==> src/rtl/mandelbrot_rendering_engine.sv <==
// Mandelbrot escape-iteration engine: walks a frame in raster order and runs one
// Q4.12 iteration per clock. Each pixel's {x, y, iter} word is handed out through
// a one-deep ready/send_data holding register.
module mandelbrot_rendering_engine #(
  parameter int H_RES    = 160,
  parameter int V_RES    = 120,
  parameter int MAX_ITER = 255,
  parameter int X_MIN    = -8192,
  parameter int Y_MIN    = -5120,
  parameter int STEP     = 77
) (
  input  logic        CLK,
  input  logic        nreset,
  input  logic        start_render,
  input  logic        send_data,
  output logic [31:0] data,
  output logic        ready,
  output logic        frame_ready
);

  localparam logic [11:0] XLast   = 12'(H_RES - 1);
  localparam logic [11:0] YLast   = 12'(V_RES - 1);
  localparam logic [7:0]  IterCap = 8'(MAX_ITER);

  typedef enum logic [1:0] {StIdle, StInit, StIterate, StHold} state_e;

  state_e             state_q, state_d;
  logic        [11:0] x_q, x_d, y_q, y_d;
  logic signed [15:0] zr_q, zr_d, zi_q, zi_d, cr_q, cr_d, ci_q, ci_d;
  logic        [7:0]  iter_q, iter_d;
  logic        [31:0] data_q, data_d;
  logic               ready_q, ready_d, frame_ready_q, frame_ready_d;

  // 32-bit datapath: sign-extended operands, full products, fixed-point rescale
  logic signed [31:0] zr_w, zi_w, zr_sq, zi_sq, zri2, mag, re_sh, im_sh;
  logic signed [31:0] cr_full, ci_full;
  logic signed [15:0] zr_nx, zi_nx;
  logic               escape;

  assign zr_w    = $signed({{16{zr_q[15]}}, zr_q});
  assign zi_w    = $signed({{16{zi_q[15]}}, zi_q});
  assign zr_sq   = zr_w * zr_w;
  assign zi_sq   = zi_w * zi_w;
  assign zri2    = (zr_w * zi_w) <<< 1;
  assign mag     = (zr_sq + zi_sq) >>> 12;
  assign re_sh   = (zr_sq - zi_sq) >>> 12;
  assign im_sh   = zri2 >>> 12;
  assign zr_nx   = re_sh[15:0] + cr_q;
  assign zi_nx   = im_sh[15:0] + ci_q;
  assign cr_full = X_MIN + $signed({20'd0, x_q}) * STEP;
  assign ci_full = Y_MIN + $signed({20'd0, y_q}) * STEP;
  // Escape test looks at z before this cycle's update
  assign escape  = (mag >= 32'sd16384) || (iter_q == IterCap);

  // Next-state and datapath control
  always_comb begin
    state_d       = state_q;
    x_d           = x_q;
    y_d           = y_q;
    zr_d          = zr_q;
    zi_d          = zi_q;
    cr_d          = cr_q;
    ci_d          = ci_q;
    iter_d        = iter_q;
    data_d        = data_q;
    ready_d       = ready_q;
    frame_ready_d = 1'b0;
    unique case (state_q)
      StIdle: begin
        if (start_render) begin
          x_d     = '0;
          y_d     = '0;
          state_d = StInit;
        end
      end
      StInit: begin
        zr_d    = '0;
        zi_d    = '0;
        iter_d  = '0;
        cr_d    = cr_full[15:0];
        ci_d    = ci_full[15:0];
        state_d = StIterate;
      end
      StIterate: begin
        if (escape) begin
          data_d  = {x_q, y_q, iter_q};
          ready_d = 1'b1;
          state_d = StHold;
        end else begin
          zr_d   = zr_nx;
          zi_d   = zi_nx;
          iter_d = iter_q + 8'd1;
        end
      end
      StHold: begin
        if (send_data) begin
          ready_d = 1'b0;
          if (x_q == XLast && y_q == YLast) begin
            frame_ready_d = 1'b1;
            x_d           = '0;
            y_d           = '0;
            state_d       = StIdle;
          end else begin
            if (x_q == XLast) begin
              x_d = '0;
              y_d = y_q + 12'd1;
            end else begin
              x_d = x_q + 12'd1;
            end
            state_d = StInit;
          end
        end
      end
      default: state_d = StIdle;
    endcase
  end

  // State registers with asynchronous clear
  always_ff @(posedge CLK or negedge nreset) begin
    if (!nreset) begin
      state_q       <= StIdle;
      x_q           <= '0;
      y_q           <= '0;
      zr_q          <= '0;
      zi_q          <= '0;
      cr_q          <= '0;
      ci_q          <= '0;
      iter_q        <= '0;
      data_q        <= '0;
      ready_q       <= 1'b0;
      frame_ready_q <= 1'b0;
    end else begin
      state_q       <= state_d;
      x_q           <= x_d;
      y_q           <= y_d;
      zr_q          <= zr_d;
      zi_q          <= zi_d;
      cr_q          <= cr_d;
      ci_q          <= ci_d;
      iter_q        <= iter_d;
      data_q        <= data_d;
      ready_q       <= ready_d;
      frame_ready_q <= frame_ready_d;
    end
  end

  assign data        = data_q;
  assign ready       = ready_q;
  assign frame_ready = frame_ready_q;

endmodule

==> config.mk <==
export PLATFORM = sky130hd
export DESIGN_NAME = mandelbrot_rendering_engine
export DESIGN_NICKNAME = d
export VERILOG_FILES = /design/src/rtl/mandelbrot_rendering_engine.sv
export SDC_FILE = /design/constraint.sdc
export NUM_CORES = 2
export LEC_CHECK = 0
export ABC_AREA = 1
export BUFFER_PORTS_ARGS = -buffer_cell sky130_fd_sc_hd__buf_2
export CELL_PAD_IN_SITES_DETAIL_PLACEMENT = 1
export CELL_PAD_IN_SITES_GLOBAL_PLACEMENT = 1
export CORE_MARGIN = 8
export CORE_UTILIZATION = 50
export DETAILED_ROUTE_END_ITERATION = 12
export HOLD_SLACK_MARGIN = 0.15
export PLACE_DENSITY_LB_ADDON = 0.3
export SLEW_MARGIN = 20
export SYNTH_ARGS = -nofsm -noshare
export SYNTH_HDL_FRONTEND = slang
export SYNTH_SLANG_ARGS = --single-unit
export TNS_END_PERCENT = 50
==> constraint.sdc <==
create_clock -name CLK -period 23.1 [get_ports CLK]
set_input_delay 0 -clock CLK [delete_from_list [all_inputs] [get_ports CLK]]
set_output_delay 0 -clock CLK [all_outputs]
set_load 0.02 [all_outputs]
==> metrics.log <==
INFO  metric report.final.setup_viol = 0
INFO  metric critical-path-slowest-cell = fa_1
INFO  metric overflow = 0
INFO  metric syn_area = 0.0393 mm2
INFO  metric first_global_vias = 35500
INFO  metric fin_worst_hold_slack = between 0.2 and 0.25 ns
INFO  metric synth.largest_area_cell = fa_1
INFO  metric antenna_left = 0
INFO  metric status = completed
INFO  metric drc_errors = 0
INFO  metric finalHoldViolations = 0
INFO  metric n_antenna_cell = 0
INFO  metric cts_tree = yes
INFO  metric critPathLaunch = zi_q[1]$_DFFE_PN0P_
INFO  metric finalWirelength = ~110 mm
INFO  metric tritoncts.num_buffers = 17
INFO  metric cp.required = 23.46 ns
INFO  metric finalWeightedCongestion = 0.883
INFO  metric headroom_to_the_max_slew_limit = 0.388
INFO  metric synth_top_area_share = 0.374
INFO  metric core-area = ~0.078 mm2
INFO  metric final.min_clock_period = between 9 and 10 ns
INFO  metric vias = 31100
INFO  metric final_cells = between 5000 and 6000
INFO  metric tightestPinTransition = 0.918 ns
INFO  metric antenna_found_initial = 0
INFO  metric fraction_of_registers_with_async_set_reset = 1.00
INFO  metric yosysWarningCount = 0
INFO  metric mappedNetlistNets = 6144
INFO  metric initial_utilization = 0.506
INFO  metric floorplan.die_area = about 0.09 mm2
INFO  metric postSynth.topFlopCell = dfrtp_1
INFO  metric placed_cells_incl_taps = 5937
INFO  metric netlist_instances = 4971
INFO  metric clk_transition_reported_paths = around 0.060 ns
INFO  metric hold_class = primary input to async pin
INFO  metric max-clock-path-buffers = 2
INFO  metric ioPinCount = 38
INFO  metric drtIter0Drc = 1456
INFO  metric max_freq = between 0.1 and 0.15 GHz
INFO  metric timing.final.crit_share = 0.431
INFO  metric ctsHtreeMaxLevel = 4
INFO  metric finClkSkew = 0.0108 ns
INFO  metric cpPeakStageDelay = around 0.87 ns
INFO  metric clkSinkCount = 132
INFO  metric synth_seq_area_share = 0.0841
INFO  metric ctsRootBufferMaster = clkbuf_16
INFO  metric max_cap_violations = 0
INFO  metric setup_tns = 0 ns
INFO  metric post_synth_main_area_contributors = fa_1, ha_1, inv_1
INFO  metric finish.net_count = 6092
INFO  metric port-buffer-count = 37
INFO  metric detailedPlacementHpwl = 92.0 mm
INFO  metric grt_setup_unrepaired = no
INFO  metric timing.critical_path.fanout_max = 46
INFO  metric routed_wire_length_per_instance = 18.0 um
INFO  metric worstSetupEndpointType = register
INFO  metric worst_path_most_repeated_cell = nand2_1
INFO  metric crit_family = adder cells
INFO  metric drive_above_1_share = 0.0280
INFO  metric global_route_wire_length_before_repair = 182 mm
INFO  metric first_pass_iteration_count_of_the_detailed_router = 7
INFO  metric final_max_slew_viol_count = 0
INFO  metric via_cell_ratio = 5.20
INFO  metric syn_avg_cell_area = just under 8 um2
INFO  metric synth_cell_type_count = 50
INFO  metric largest_net_degree_at_the_start_of_global_routing = 84
INFO  metric gr-usage-all-layers = 0.257
INFO  metric worst_ep_arrival_time = between 10 and 15 ns
INFO  metric timing.rr.start = zi_q[1]$_DFFE_PN0P_
INFO  metric crit_type = register to register
INFO  metric worst_skew_pair.late_latency = 0.43 ns
INFO  metric fp-row-count = 102
INFO  metric die-width = between 200 and 300 um
INFO  metric post_cts.resized_instances = 0
INFO  metric num-fill-cells = approximately 9700
INFO  metric areaGrowthSynthToFinish = 4.76%
INFO  metric startpoint_type = register
INFO  metric count_of_flip_flops_with_a_built_in_enable_after_synthesis = 0
INFO  metric floorplan.die.height = a little under 300 um
INFO  metric critical_path_buf_inv_count = 8
INFO  metric synth-seq-cells = between 100 and 150
==> layer usage <==
metal  wire length [um]  up-vias  track usage
met5                  0        -            0
met4               3000        0       0.0725
met3               3280      178       0.0187
met2              55500      542        0.469
met1              45800    15900        0.328
li1                   -    14400            -
==> final timing paths <==
kind	endpoint	slack, ns	depth (start not counted)
min in group CLK	frame_ready$_DFF_PN0_	0.40	4
max in group asynchronous	ci_q[1]$_DFFE_PN0P_	21.66	3
worst max-delay path	zi_q[12]$_DFFE_PN0P_	13.14	38
worst min register to register	data[31]$_DFFE_PN0P_	0.49	2
worst max register to register	zi_q[12]$_DFFE_PN0P_	13.14	38
worst min-delay path	data[30]$_DFFE_PN0P_	0.24	2
==> timing repair <==
action	in CTS	in global routing
setup buffers	0	0
hold endpoints to repair	84	0
hold buffers	3	0
==> placed cells by master, fill, tap and decap left out, drive strengths merged, types with 7 or more instances in the layout <==
| master | count |
|---|---|
| a21o | 24 |
| a21oi | 191 |
| a31oi | 13 |
| buf | 72 |
| clkbuf | 21 |
| dfrtp | 132 |
| fa | 733 |
| ha | 436 |
| inv | 1448 |
| nand2 | 1115 |
| nand3 | 123 |
| nand4 | 19 |
| nor2 | 171 |
| nor3 | 21 |
| nor4 | 8 |
| o211ai | 7 |
| o21ai | 131 |
| o21bai | 18 |
| o22ai | 10 |
| o31ai | 9 |
| or2 | 11 |
| xnor2 | 60 |
| xor2 | 110 |
==> flip-flops by register name, summed over array words and instances, names as in the netlist, 2 cells and up <==
register  cells
zr_q         16
state_q       2
y_q          12
x_q          12
data         32
cr_q         16
zi_q         16
ci_q         16
iter_q        8
==> kinds of logic (layout without fill, tap and decap cells) <==
kind of cell	count (synthesis)	after routing	synth area share
buffers and inverters	1594	1555	0.153
and+or+nand+nor	1480	1480	0.151
adders and majority gates	1169	1169	0.512
AOI/OAI and AO/OA	426	426	0.0609
xor gates and xnor gates	170	170	0.0379
DFF	132	132	0.0841
==> cells in the mapped netlist, types with 3 or more instances <==
cell / instances
inv_1: 1443
nand2_1: 1110
fa_1: 733
ha_1: 436
a21oi_1: 189
nor2_1: 168
dfrtp_1: 132
clkbuf_1: 121
nand3_1: 119
xor2_1: 110
o21ai_0: 106
xnor2_1: 60
o21ai_1: 25
a21o_1: 24
nor3_1: 20
nand4_1: 19
o21bai_1: 18
a31oi_1: 13
buf_2: 12
o22ai_1: 10
buf_1: 9
o31ai_1: 9
or2_2: 9
nor4_1: 8
o211ai_1: 7
a31o_2: 5
nand3b_1: 5
o21a_1: 5
buf_6: 4
inv_2: 4
nand2_2: 4
a211oi_1: 3
a221oi_1: 3
nand3_2: 3
nor3b_1: 3
o2111ai_1: 3
==> stage by stage <==
step	setup WS, ns	utilization	area [um2]
2_1_floorplan	15.01	-	39300
3_3_place_gp	13.53	0.521	40400
3_5_place_dp	13.15	0.521	40400
4_1_cts	13.11	0.530	41200
5_1_grt	12.44	0.530	41200
6_report	13.14	0.530	41200
==> worst register-to-register path, delay by kind of cell, from the launching register on <==
| family | cells | cell delay (ns) |
|---|---|---|
| compound gates | 5 | 0.97 |
| xor+xnor | 1 | 0.45 |
| simple gates | 16 | 2.18 |
| fa+ha+maj | 8 | 4.20 |
| flops | 1 | 0.39 |
| buf+inv | 8 | 1.71 |
==> layout make-up <==
cell class / count / area [um2] / share of cell area
Multi-Input combinational cell: 3245 / 30000 / 0.728
Sequential cell: 132 / 3300 / 0.0803
Timing Repair Buffer: 75 / 484 / 0.0118
Tap cell: 1040 / 1300 / 0.0316
Clock inverter: 11 / 196 / 0.00477
Inverter: 1448 / 5440 / 0.132
Clock buffer: 21 / 480 / 0.0117
Power is left out: the tool's default activity adds up to more than one toggle a clock period on the data nets, which glitch-free logic cannot reach.
